===== src/rtl/flag_pkg.sv =====
// Shared definitions for the flag bank: flag bit indices, default sizing and the flag vector type.
package flag_pkg;

   localparam int unsigned FLAG_Z = 0;
   localparam int unsigned FLAG_C = 1;
   localparam int unsigned FLAG_N = 2;
   localparam int unsigned FLAG_V = 3;

   localparam int unsigned DEF_NFLAGS = 4;
   localparam int unsigned DEF_DEPTH  = 2;

   typedef logic [DEF_NFLAGS-1:0] flags_t;

endpackage


===== src/rtl/flag_stack.sv =====
// Parametrised LIFO for saving and restoring flag vectors; reports full/empty and a
// one-cycle error pulse for overflow, underflow or simultaneous push/pop.
module flag_stack
   import flag_pkg::*;
#(
   parameter int unsigned WIDTH = DEF_NFLAGS,
   parameter int unsigned DEPTH = DEF_DEPTH
) (
   input  logic             clk,
   input  logic             rst,
   input  logic             push,
   input  logic             pop,
   input  logic [WIDTH-1:0] din,
   output logic [WIDTH-1:0] rd_data,
   output logic             empty,
   output logic             full,
   output logic             push_ok,
   output logic             pop_ok,
   output logic             err
);

   localparam int unsigned PW = $clog2(DEPTH + 1);

   logic [PW-1:0]    ptr;
   logic [WIDTH-1:0] mem [DEPTH];

   assign empty   = (ptr == '0);
   assign full    = (ptr == PW'(DEPTH));
   assign push_ok = push & ~pop & ~full;
   assign pop_ok  = pop & ~push & ~empty;
   assign err     = (push & pop) | (push & ~pop & full) | (pop & ~push & empty);

   always_ff @(posedge clk) begin
      if (rst) begin
         ptr <= '0;
      end else if (push_ok) begin
         ptr <= ptr + 1'b1;
      end else if (pop_ok) begin
         ptr <= ptr - 1'b1;
      end
   end

   // Entry contents are don't-care after reset, so storage carries no reset.
   always_ff @(posedge clk) begin
      for (int i = 0; i < int'(DEPTH); i++) begin
         if (push_ok && ptr == PW'(i)) begin
            mem[i] <= din;
         end
      end
   end

   always_comb begin
      rd_data = '0;
      for (int i = 0; i < int'(DEPTH); i++) begin
         if (ptr == PW'(i + 1)) begin
            rd_data = mem[i];
         end
      end
   end

endmodule


===== src/rtl/flag_bank.sv =====
// Status-flag register with masked update, direct write and a shadow stack.
// Define FLAG_BANK_FWD_EN to expose the combinational next flag value on f_fwd.
module flag_bank
   import flag_pkg::*;
#(
   parameter int unsigned              NFLAGS  = DEF_NFLAGS,
   parameter int unsigned              DEPTH   = DEF_DEPTH,
   parameter logic [NFLAGS-1:0]        RST_VAL = '0
) (
   input  logic              clk,
   input  logic              rst,
   input  logic [NFLAGS-1:0] alu_flags,
   input  logic [NFLAGS-1:0] upd_mask,
   input  logic              wr_en,
   input  logic [NFLAGS-1:0] wr_data,
   input  logic              save,
   input  logic              restore,
   input  logic              err_clr,
   output logic [NFLAGS-1:0] f_out,
   output logic              stk_empty,
   output logic              stk_full,
   output logic              stk_err
`ifdef FLAG_BANK_FWD_EN
   ,
   output logic [NFLAGS-1:0] f_fwd
`endif
);

   logic [NFLAGS-1:0] f_next;
   logic [NFLAGS-1:0] stk_top;
   logic              push_ok;
   logic              pop_ok;
   logic              stk_err_evt;

   flag_stack #(
      .WIDTH (NFLAGS),
      .DEPTH (DEPTH)
   ) u_stack (
      .clk     (clk),
      .rst     (rst),
      .push    (save),
      .pop     (restore),
      .din     (f_out),
      .rd_data (stk_top),
      .empty   (stk_empty),
      .full    (stk_full),
      .push_ok (push_ok),
      .pop_ok  (pop_ok),
      .err     (stk_err_evt)
   );

   // push_ok is consumed inside the stack; the flag mux only cares about a valid pop.
   always_comb begin
      f_next = f_out;
      if (pop_ok) begin
         f_next = stk_top;
      end else if (wr_en) begin
         f_next = wr_data;
      end else begin
         f_next = (f_out & ~upd_mask) | (alu_flags & upd_mask);
      end
   end

   always_ff @(posedge clk) begin
      if (rst) begin
         f_out   <= RST_VAL;
         stk_err <= 1'b0;
      end else begin
         f_out <= f_next;
         if (stk_err_evt) begin
            stk_err <= 1'b1;
         end else if (err_clr) begin
            stk_err <= 1'b0;
         end
      end
   end

`ifdef FLAG_BANK_FWD_EN
   assign f_fwd = rst ? RST_VAL : f_next;
`endif

endmodule


===== config.mk =====
export PLATFORM = sky130hd
export DESIGN_NAME = flag_bank
export DESIGN_NICKNAME = d
export VERILOG_FILES = /design/src/rtl/flag_pkg.sv /design/src/rtl/flag_stack.sv /design/src/rtl/flag_bank.sv
export SDC_FILE = /design/constraint.sdc
export NUM_CORES = 1
export LEC_CHECK = 0
export CAP_MARGIN = 0
export CORE_MARGIN = 2
export CORE_UTILIZATION = 37
export CTS_CLUSTER_SIZE = 12
export DETAILED_ROUTE_END_ITERATION = 8
export GPL_ROUTABILITY_DRIVEN = 0
export PLACE_DENSITY_LB_ADDON = 0.25
export SYNTH_ARGS = -nofsm -noshare
export SYNTH_HDL_FRONTEND = slang
export SYNTH_HIERARCHICAL = 1
export SYNTH_SLANG_ARGS = --single-unit
export TNS_END_PERCENT = 20

===== constraint.sdc =====
create_clock -name clk -period 1.5 [get_ports clk]
set_input_delay 0.3 -clock clk [delete_from_list [all_inputs] [get_ports clk]]
set_output_delay 0.3 -clock clk [all_outputs]
set_load 0.01 [all_outputs]

Yosys cells after proc, flatten, opt, wreduce, memory -nomap -nowiden
Memory sizes are Yosys's and may differ from the RTL's.
Index checks and enable logic that the tools add are counted.
{"block": "totals", "ff_bits": 7, "ramBits": 8, "output_inout_bits": 7, "mem_count": 1}
{"name": "u_stack.mem", "words": 2, "width": 4, "read_ports": 2, "rd_clocked_by_memory_dff": 0, "wr": 1, "line_no": "flag_stack.sv:25", "source": "logic [WIDTH-1:0] mem [DEPTH];"}
{"block": "classes", "add_sub_neg": 2, "eq_ne": 2, "mux": 15, "bitwise": 17, "reduce_logical": 6}
{"op": "$mux 4", "count": 5}
{"op": "$and 4x4->4", "count": 2}
{"op": "$mux 1", "count": 8}
{"op": "$and 1x1->1", "count": 7}
{"op": "$mux 2", "count": 2}
{"op": "$not 1->1", "count": 4}
{"op": "$not 4->4", "count": 1}
{"op": "$or 4x4->4", "count": 1}
{"op": "$reduce_bool 2->1", "count": 2}
{"op": "$reduce_or 4->1", "count": 1}
{"op": "$add 2x1->2 const B", "count": 1}
{"op": "$eq 2x1->1 const B", "count": 1}
{"op": "$eq 2x2->1 const B", "count": 1}
{"op": "$logic_and 1x1->1", "count": 2}
{"op": "$logic_not 2->1", "count": 1}
{"op": "$or 1x1->1", "count": 2}
{"op": "$sub 2x1->2 const B", "count": 1}

Logic depth before layout (Yosys ltp)
Gate-level depths: netlist (run 1).
{"block": "logic_depth", "ltp_word": 8, "mapped_depth": 6, "depth_no_buf": 6}

Hierarchy
The synthesis (run 1) kept the hierarchy.
{"mod": "flag_stack", "instances": 1, "cells_each": 36, "area_each_um2": 490.5, "seq_area_each_um2": 280.3}
{"mod": "flag_bank", "instances": 1, "cells_each": 26, "area_each_um2": 297.8, "seq_area_each_um2": 100.1}

Least setup slack after synthesis (run 1)
No wires, ideal clock.
{"block": "synth_timing", "path_type": "reg-to-reg", "from": "reg u_stack.ptr[0]", "to": "mem u_stack/mem[0][0] in the netlist's numbering (enable)", "t_arrival_ps": 1249, "slack_ps": -57, "stages_incl_launch_ff": 5, "path_cell_list": "dfxtp_1 inv_1 ha_1 nor3b_4 and2_1"}
{"block": "synth_between", "elab_chain_len": 8}
{"item": "from (decl)", "line_no": "flag_stack.sv:24", "source": "logic [PW-1:0] ptr;"}
{"item": "from (signal assigned)", "line_no": "flag_stack.sv:37", "source": "ptr <= ptr + 1'b1;"}
{"item": "from (signal assigned)", "line_no": "flag_stack.sv:39", "source": "ptr <= ptr - 1'b1;"}
{"item": "$eq 2x2->1 *", "line_no": "flag_stack.sv:28", "source": "assign full = (ptr == PW'(DEPTH));"}
{"item": "via stk_full", "line_no": "flag_bank.sv:21", "source": "output logic stk_full,"}
{"item": "$not 1->1 *", "line_no": "flag_stack.sv:29", "source": "assign push_ok = push & ~pop & ~full;"}
{"item": "$and 1x1->1 *", "line_no": "flag_stack.sv:29"}
{"item": "via push_ok", "line_no": "flag_bank.sv:31", "source": "logic push_ok;"}
{"item": "$logic_and 1x1->1", "line_no": "flag_stack.sv:46", "source": "if (push_ok && ptr == PW'(i)) begin"}
{"item": "$mux 1", "line_no": "flag_stack.sv:46"}
{"item": "$mux 1 (not written as such)", "line_no": "flag_stack.sv:47", "source": "mem[i] <= din;"}
{"item": "$reduce_or 4->1 (no source line)"}
{"item": "$mux 1 (no source line)"}
{"item": "to (decl)", "line_no": "flag_stack.sv:25"}
The timed path passes the listed nets; every way through them passes the cells marked *.

Worst setup path in the final report (run 1)
{"block": "layout_timing", "from": "in restore", "to": "mem u_stack/mem[0][1] in the netlist's numbering (enable)"}
{"block": "layout_between", "elab_chain_len": 8}
{"item": "from (decl)", "line_no": "flag_bank.sv:17", "source": "input logic restore,"}
{"item": "$not 1->1 *", "line_no": "flag_stack.sv:29"}
{"item": "$and 1x1->1 * (2 in a row)", "line_no": "flag_stack.sv:29"}
{"item": "via push_ok", "line_no": "flag_bank.sv:31"}
{"item": "$logic_and 1x1->1", "line_no": "flag_stack.sv:46"}
{"item": "$mux 1", "line_no": "flag_stack.sv:46"}
{"item": "$mux 1 (not written as such)", "line_no": "flag_stack.sv:47"}
{"item": "$reduce_or 4->1 (no source line)"}
{"item": "$mux 1 (no source line)"}
Marked as above.

==> reports/qor.csv, run 1 <==
stage,metric,value,unit
run_status,status,"finished, final reports clean",
power,p_per_area,827.9,nW/um2
routing,viasPerCell,4.825,
die,die_height,50.16,um
yosys,syn_nets,84,
yosys,synth_edf_count,8,
placed_design,portBuffers,24,
clock_network,cts.path.max_buffers,2,
routing,wl_met1,740,um
finish,seq_area,384.1,um2
die,core,1982,um2
timing,drv_slew,0,
finish,nets,122,
clock_network,cts_made_buffers,3,
setup_path,critPathMaxFanout,6,
setup_path,crit_type,in2reg,
timing,fmax,0.6880,GHz
setup_path,r2r_slack,80,ps
routing,wl_per_cell,13.10,um
timing,fin_skew,6.483,ps
yosys,ys_ff_latch,15,
routing,wl_met3,62,um
yosys,synth_cell_types,23,
global_routing,grt_max_degree,10,
die,die_w,50.16,um
setup_path,startpoint,restore,
placed_design,placed_area,1129,um2
setup_path,cp-endpoint,u_stack/mem[0][1],
routing,wl_met2,810,um
clock_network,worstSkewPairLatency,290,ps
global_routing,grt_use_total,0.1458,
finish,area_growth_syn_to_layout,50.00,%
timing,fin_setup_tns,0,ps
global_routing,gr-total-overflow,0,
job,cap_violations,0,
yosys,netlist_area,788.3,um2
routing,postRouteAntennaNets,0,
yosys,synth_top_area_cell,edfxtp_1,
die,ios,25,
timing,final-setup-viol-count,0,
routing,num_vias,608,
finish,multi_input_area,415.4,um2
setup_path,end_kind,flop,
timing,tightest_slew,229.2,ps
setup_path,cp-start-kind,primary input,
finish,fillers,163,
yosys,ys_top_cells_by_count,"8 x edfxtp_1, 7 x dfxtp_1, 6 x nand2_1, 5 x mux2i_1",
yosys,synthTopCellsByArea,"edfxtp_1 30%, dfxtp_1 18%, o221ai_2 7.6%",
global_routing,grt_pass1_wl,2594,um
yosys,yosys_warnings,6,
die,fp-row-count,16,
finish,n_antenna_cell,0,
timing,slew_headroom,0.8428,
clock_network,clkTransAtPathRegs,80,ps
power,ir_worst_vdd,0.6200,mV
yosys,synth-main-ff-cell,edfxtp_1,
power,p_total,0.0009788,W
setup_path,worstRegToRegCells,7,
clock_network,cts-root-buf,clkbuf_4,
setup_path,worstPathRequired,1490,ps
setup_path,crit_arrival,1450,ps
finish,final_util,0.5966,
yosys,avgSynthCellArea,12.71,um2
timing,hold_viol_final,0,
finish,instances_no_fill,126,
power,p_leak,0.4800,nW
routing,dr.max_layer_used,met4,
clock_network,htree_levels,1,
clock_network,post-cts-setup-buffer-count,0,
die,die-area,2516,um2
setup_path,rr_startpoint,u_stack/ptr[1],
yosys,synth_top_area_frac,0.3048,
die,start_util,0.3977,
global_routing,first_global_vias,574,
min_path,hp-class,reg2reg,
clock_network,cts_tree,built,
global_routing,antenna_found_initial,0,
finish,drive_gt1_frac,0.3232,
timing,post-route-period-util,0.9690,
clock_network,clock_sinks,15,
routing,routed_wl,1651,um
placed_design,dp.cells,122,
yosys,synth_most_common_cell,edfxtp_1,
routing,drc,0,
yosys,synthCells,62,
yosys,ys_seq_area_frac,0.4825,
finish,final_area,1182,um2
timing,min_period,1453,ps
timing,rsz0062_at_grt,yes,
routing,first_pass_iters,3,
routing,drt_iter0_drc,11,
yosys,ys_async_sr_fraction,0,
placed_design,dpl.hpwl,1297,um
power breakdown:
group          total [W]  internal [W]  switching, W
Clock           0.000230     0.0000993      0.000131
Combinational   0.000266      0.000151      0.000115
Sequential      0.000483      0.000466     0.0000169
Total           0.000979      0.000716      0.000263
cells by family after synthesis:
group,synth area share
multiplexers,0.07778
AO/OA/AOI/OAI,0.1540
adder cells (fa/ha/maj),0.06349
buffers and inverters,0.02857
flip-flops,0.4825
AND/OR/NAND/NOR,0.1937
layout make-up:
type                    instances  area share
well taps                      27     0.02857
multi-input cells              43      0.3513
clock inverters                 1    0.004233
flip-flops and latches         15      0.3249
inverters                       3    0.009524
repair buffers                 34      0.2624
clock buffers                   3     0.01905
how the worst min path moves through the flow:
stage                 start  cells after the start                 to
floorplan               rst                      1     u_stack/ptr[1]
detailed placement  stk_err                      2            stk_err
global route           flop                      0  u_stack/mem[0][3]
finish              stk_err                      2            stk_err
global placement    stk_err                      2            stk_err
CTS                 stk_err                      2            stk_err
critical path, cell delays in order:
cell             delay [ps]
clkdlybuf4s50_1         460
buf_4                   160
nor3b_4                 260
and2_1                  260
timing repair:
item	in CTS	in global routing
setup endpoints to repair	7	18
gates resized for setup	7	13
hold buffers	0	0
cell usage in the layout (no fill, tap or decap), drive strengths merged:
cell type and instances:
a211oi 1, a21oi 2, a22o 3, and2 2, buf 10, clkbuf 4
clkdlybuf4s50 17, clkinv 1, dfxtp 7, dlygate4sd2 4, dlymetal6s2s 2, edfxtp 8
ha 4, inv 3, mux2 1, mux2i 5, nand2 6, nand2b 1
nand4bb 4, nor2 2, nor2b 1, nor3 2, nor3b 2, o21a 1
o21ai 1, o221ai 4, or3 1
metrics by stage:
stage	worst slack, ps	hold WS (ps)
floorplan	-3.542	364.6
global placement	-195.6	460.0
detailed placement	-226.7	463.4
CTS	-38.15	477.1
global route	4.586	480.8
finish	46.51	469.0
metal layers:
metal | GRT usage | up-vias
met4 | 0.08333 | 0
met3 | 0.05357 | 5
met1 | 0.1803 | 282
met2 | 0.2171 | 12
met5 | 0 | -
li1 | - | 309
No activity file was read; power rests on OpenSTA's default activity.
==> run 2: changes to the inputs <==
==> constraint.sdc (replaced) <==
create_clock -name clk -period 1.4 [get_ports clk]
set_input_delay 0.28 -clock clk [delete_from_list [all_inputs] [get_ports clk]]
set_output_delay 0.28 -clock clk [all_outputs]
set_load 0.01 [all_outputs]
==> run 2 against run 1 <==
- the flow now finishes with violations (setup timing)
- worst hold slack better by 3.9 ps
- cell area is 5.0% higher
- sequential share of layout area shrank 1.5 points
- sequential cell count is the same
- largest power group unchanged
==> reports/qor.csv, run 2 (synthesis results as in run 1) <==
stage,metric,value,unit,change
routing,postRouteAntennaNets,0,,unchanged
timing,final-setup-viol-count,4,,+4
clock_network,worstSkewPairLatency,280,ps,about the same
setup_path,crit_type,in2reg,,
clock_network,htree_levels,1,,unchanged
setup_path,cp-start-kind,primary input,,
timing,hold_viol_final,0,,unchanged
setup_path,end_kind,flop,,
clock_network,clkTransAtPathRegs,90,ps,about the same
routing,viasPerCell,4.870,,+0.93%
placed_design,dpl.hpwl,1365,um,+5.3%
run_status,status,"complete, but fails checks",,
global_routing,grt_pass1_wl,2904,um,+12%
global_routing,antenna_found_initial,0,,unchanged
finish,instances_no_fill,131,,+4.0%
power,p_int,0.0007958,W,+11%
finish,n_antenna_cell,0,,unchanged
routing,wl_per_cell,13.27,um,+1.3%
die,core,1982,um2,unchanged
finish,final_area,1241,um2,+5.0%
power,swShare,0.2682,,about the same
min_path,hp-class,reg2reg,,
finish,layout_commonest_cell,clkdlybuf4s50_1,,
routing,first_pass_iters,2,,-1
timing,min_period,1411,ps,
timing,tightest_slew,296.2,ps,+66.96 ps
global_routing,first_global_vias,628,,+9.4%
die,fp-row-count,16,,unchanged
setup_path,worstPathRequired,1610,ps,+120 ps
die,die_height,50.16,um,unchanged
power,switching_power,0.0002917,W,+11%
routing,drc,0,,unchanged
finish,drive_gt1_frac,0.3942,,+0.07100
timing,slew_headroom,0.8024,,-0.04048
placed_design,placed_area,1155,um2,+2.3%
power,combinationalPowerShare,0.300,,+0.028
finish,area_growth_syn_to_layout,57.46,%,
timing,finalWorstSetupSlack,-11.39,ps,-57.89 ps
finish,nets,127,,+4.1%
run_status,violations,setup timing,,
die,die_w,50.16,um,unchanged
power,p_per_area,876.2,nW/um2,+5.8%
clock_network,postCtsHoldBufs,0,,unchanged
timing,fmax,0.7085,GHz,
setup_path,crit_arrival,1620,ps,+170 ps
timing,post-route-period-util,1.008,,
placed_design,dp_slack,-276.3,ps,-49.63 ps
global_routing,grt_use_total,0.1587,,+0.01288
clock_network,cts_made_buffers,3,,unchanged
clock_network,cts-root-buf,clkbuf_4,,
finish,final_cell_mix,"17 x clkdlybuf4s50_1, 14 x buf_4, 8 x edfxtp_1",,
placed_design,dp.cells,124,,+1.6%
global_routing,grt_max_degree,10,,unchanged
die,start_util,0.3977,,unchanged
timing,fin_skew,3.448,ps,-3.036 ps
power,p_leak,0.4865,nW,+1.4%
timing,fin_setup_tns,-34.96,ps,-34.96 ps
setup_path,critPathMaxFanout,5,,-1
global_routing,gr-total-overflow,0,,unchanged
routing,drt_iter0_drc,5,,-6
timing,drv_slew,0,,unchanged
power,p_seq_frac,0.477,,-0.016
placed_design,portBuffers,24,,unchanged
power,ir_worst_vdd,0.6387,mV,+3.0%
die,ios,25,,unchanged
clock_network,cts.path.max_buffers,2,,unchanged
routing,routed_wl,1738,um,+5.3%
clock_network,clock_sinks,15,,unchanged
job,cap_violations,0,,unchanged
power,p_total,0.001088,W,+11%
power,p_clk_frac,0.223,,-0.012
clock_network,cts_tree,built,,
die,die-area,2516,um2,unchanged
routing,num_vias,638,,+4.9%
timing,rsz0062_at_grt,yes,,
==> run 2: cell type report <==
class	instances	area, um2
clock buffer	3	22.52
clock inverter	1	5.005
fill	158	740.7
inverter	3	13.76
multi-input combinational	43	441.7
sequential	15	384.1
tap	27	33.78
timing repair buffer	39	340.3
==> run 2: repair_timing <==
action,CTS,global route
endpoints found under the hold margin,0,0
gates resized for setup,23,4
endpoints found under the setup margin,12,15
buffers inserted,1,2
pin swaps,2,4
==> run 2: power groups by stage <==
stage	Sequential (W)	Clock (W)	Combinational (W)
3_3_place_gp	0.000522	0	0.000296
6_report	0.000519	0.000243	0.000326
3_5_place_dp	0.000524	0	0.000302
4_1_cts	0.000517	0.000252	0.000310
2_1_floorplan	0.000528	0	0.000140
5_1_grt	0.000524	0.000276	0.000354
==> run 2: layer usage <==
layer / part of all wire / up-vias / global-route usage
met5: 0 / - / 0
met4: 0.0081 / 0 / 0.06944
met3: 0.035 / 2 / 0.02679
met2: 0.50 / 13 / 0.2544
met1: 0.46 / 301 / 0.2095
li1: - / 322 / -
==> run 2: final timing paths <==
kind                                      from  slack, ps  cells past startpoint                 to
worst max-delay path                      save        -10                      5               flop
worst min-delay path                      flop        470                      0  u_stack/mem[0][0]
worst max register to register  u_stack/ptr[1]         10                      6     u_stack/ptr[1]
worst min register to register            flop        470                      0  u_stack/mem[0][0]
==> run 2: critical path, stage by stage <==
cell and delay (ps):
clkdlybuf4s50_1 560, nor3b_4 90, buf_4 140, or3_4 420
o221ai_2 130
==> run 2: metrics by stage <==
step	util	hold slack, ps
finish	0.6263	473.0
global route	0.6263	486.5
CTS	0.6130	474.2
detailed placement	0.5827	479.4
global placement	0.5827	461.6
floorplan	-	344.6
==> run 3: changes to the inputs <==
--- a/config.mk
+++ b/config.mk
@@ -7,10 +7,9 @@
 export LEC_CHECK = 0
 export CAP_MARGIN = 0
 export CORE_MARGIN = 2
-export CORE_UTILIZATION = 37
+export CORE_UTILIZATION = 40
 export CTS_CLUSTER_SIZE = 12
 export DETAILED_ROUTE_END_ITERATION = 8
-export GPL_ROUTABILITY_DRIVEN = 0
 export PLACE_DENSITY_LB_ADDON = 0.25
 export SYNTH_ARGS = -nofsm -noshare
 export SYNTH_HDL_FRONTEND = slang
==> run 3 against run 2 <==
- the run still ends with setup timing left
- highest routed layer unchanged
- global-route usage grew 0.61 points
- worst hold slack gained 5.2 ps
- power is 1.7% lower
- non-clock buffer count fell by 3
- via count fell by 1.7%
- register-to-register slack barely moved
- worst setup slack gained 7.9 ps
- critical path depth did not move
- fmax is 0.56% higher
- die area decreased by 6.9%
- sequential cell count stayed put
- clock skew down 2.6 ps
==> reports/qor.csv, run 3 (synthesis results as in run 1) <==
stage,metric,value,unit,change
clock_network,clkTransAtPathRegs,90,ps,about the same
finish,instances_no_fill,128,,-2.3%
min_path,hold_start,stk_err,,
power,p_leak,0.4697,nW,-3.5%
timing,fmax,0.7125,GHz,+0.56%
setup_path,crit_type,in2reg,,
placed_design,dpl.hpwl,1332,um,-2.4%
routing,routed_wl,1644,um,-5.4%
timing,post-route-period-util,1.003,,-0.005609
timing,drv_slew,0,,unchanged
setup_path,startpoint,restore,,
die,die_height,48.39,um,-3.5%
finish,area_growth_syn_to_layout,54.44,%,
finish,n_antenna_cell,0,,unchanged
die,die-area,2342,um2,-6.9%
min_path,hp-class,reg2reg,,
setup_path,cp-start-kind,primary input,,
routing,wl_per_cell,12.84,um,-3.2%
global_routing,antenna_found_initial,0,,unchanged
placed_design,place.gp.congestion,0.7149,,
finish,drive_gt1_frac,0.3663,,-0.02789
timing,slew_headroom,0.7961,,-0.006210
global_routing,grt_use_total,0.1648,,+0.006061
finish,layout_commonest_cell,clkdlybuf4s50_1,,
clock_network,clock_sinks,15,,unchanged
finish,final_util,0.6401,,+0.01387
placed_design,portBuffers,24,,unchanged
finish,fillers,151,,-4.4%
timing,fin_skew,0.8968,ps,-2.551 ps
clock_network,cts.path.max_buffers,2,,unchanged
finish,final_cell_mix,"17 x clkdlybuf4s50_1, 10 x buf_4, 8 x edfxtp_1",,
clock_network,cts-root-buf,clkbuf_4,,
clock_network,htree_levels,1,,unchanged
setup_path,rr_startpoint,u_stack/ptr[1],,
die,fp-row-count,16,,unchanged
finish,nets,124,,-2.4%
run_status,status,"complete, but fails checks",,
global_routing,first_global_vias,645,,+2.7%
global_routing,gr-total-overflow,0,,unchanged
power,ir_worst_vdd,0.6275,mV,-1.8%
placed_design,dp.cells,124,,unchanged
setup_path,end_kind,flop,,
timing,rsz0062_at_grt,yes,,
timing,finalWorstSetupSlack,-3.534,ps,+7.852 ps
die,start_util,0.4145,,+0.01675
global_routing,grt_pass1_wl,2932,um,+0.96%
clock_network,post-cts-setup-buffer-count,0,,-1
clock_network,cts_tree,built,,
die,die_w,48.39,um,-3.5%
job,cap_violations,0,,unchanged
placed_design,dp_slack,-260.4,ps,+15.95 ps
clock_network,cts_made_buffers,3,,unchanged
run_status,violations,setup timing,,
setup_path,worstPathRequired,1570,ps,-40 ps
clock_network,worstSkewPairLatency,280,ps,about the same
timing,tightest_slew,305.5,ps,+9.306 ps
setup_path,crit_arrival,1570,ps,-50 ps
global_routing,grt_max_degree,10,,unchanged
routing,first_pass_iters,4,,+2
die,ios,25,,unchanged
power,p_total,0.001069,W,-1.7%
timing,hold_viol_final,0,,unchanged
routing,num_vias,627,,-1.7%
power,p_per_area,878.4,nW/um2,+0.25%
timing,final-setup-viol-count,1,,-3
routing,viasPerCell,4.898,,+0.58%
timing,min_period,1404,ps,-7.852 ps
routing,postRouteAntennaNets,0,,unchanged
routing,drt_iter0_drc,6,,+1
routing,drc,0,,unchanged
setup_path,critPathMaxFanout,6,,+1
die,core,1902,um2,-4.0%
-- run 3: changes by cell type in the layout (fill, tap and decap cells not counted), sizes merged --
cell,before,now
clkdlybuf4s15,0,1
buf,17,13
-- run 3: through the flow --
| stage | hold slack [ps] | setup TNS [ps] | area (um2) |
|---|---|---|---|
| after CTS | 490.0 | 0 | 1196 |
| final | 478.1 | -3.534 | 1217 |
| after global routing | 516.6 | -491.3 | 1217 |
| after detailed placement | 476.7 | -3486 | 1155 |
| after global placement | 462.8 | -3136 | 1155 |
| after floorplan | 344.6 | -259.6 | 802.0 |
-- run 3: final timing paths --
path                                end  slack (ps)  cells past startpoint
worst min-delay path            stk_err         480                      2
worst max-delay path               flop          -4                      5
worst max register to register     flop          -4                      6
worst min register to register  stk_err         480                      2
-- run 3: worst max-delay path: stages --
cell and delay [ps]:
clkdlybuf4s50_1 550, nor3b_4 350, buf_6 160, nand4bb_1 140, o221ai_2 90
-- run 3: where the power goes --
| group | switching, W | internal [W] |
|---|---|---|
| sequential | 0.0000188 | 0.000499 |
| clock | 0.000139 | 0.000106 |
| combinational | 0.000127 | 0.000179 |
| total | 0.000286 | 0.000784 |
-- run 3: layout make-up --
class	count	area [um2]	share of cell area
clock buffer	3	22.52	0.01850
clock inverter	1	5.005	0.004111
inverter	3	13.76	0.01131
multi-input combinational	43	431.7	0.3546
sequential	15	382.9	0.3145
tap	27	33.78	0.02775
timing repair buffer	36	327.8	0.2693
-- run 3: what timing repair did --
action	4_1_cts	5_1_grt
pin swaps	0	4
setup endpoints to repair	20	15
hold buffers	0	0
resized for setup	20	6
-- run 3: per-layer routing --
metal,part of all wire,vias up,GRT usage
met5,0,-,0
met4,0.0079,0,0.07143
met3,0.040,2,0.03395
met2,0.51,14,0.2894
met1,0.44,294,0.1948
li1,-,317,-
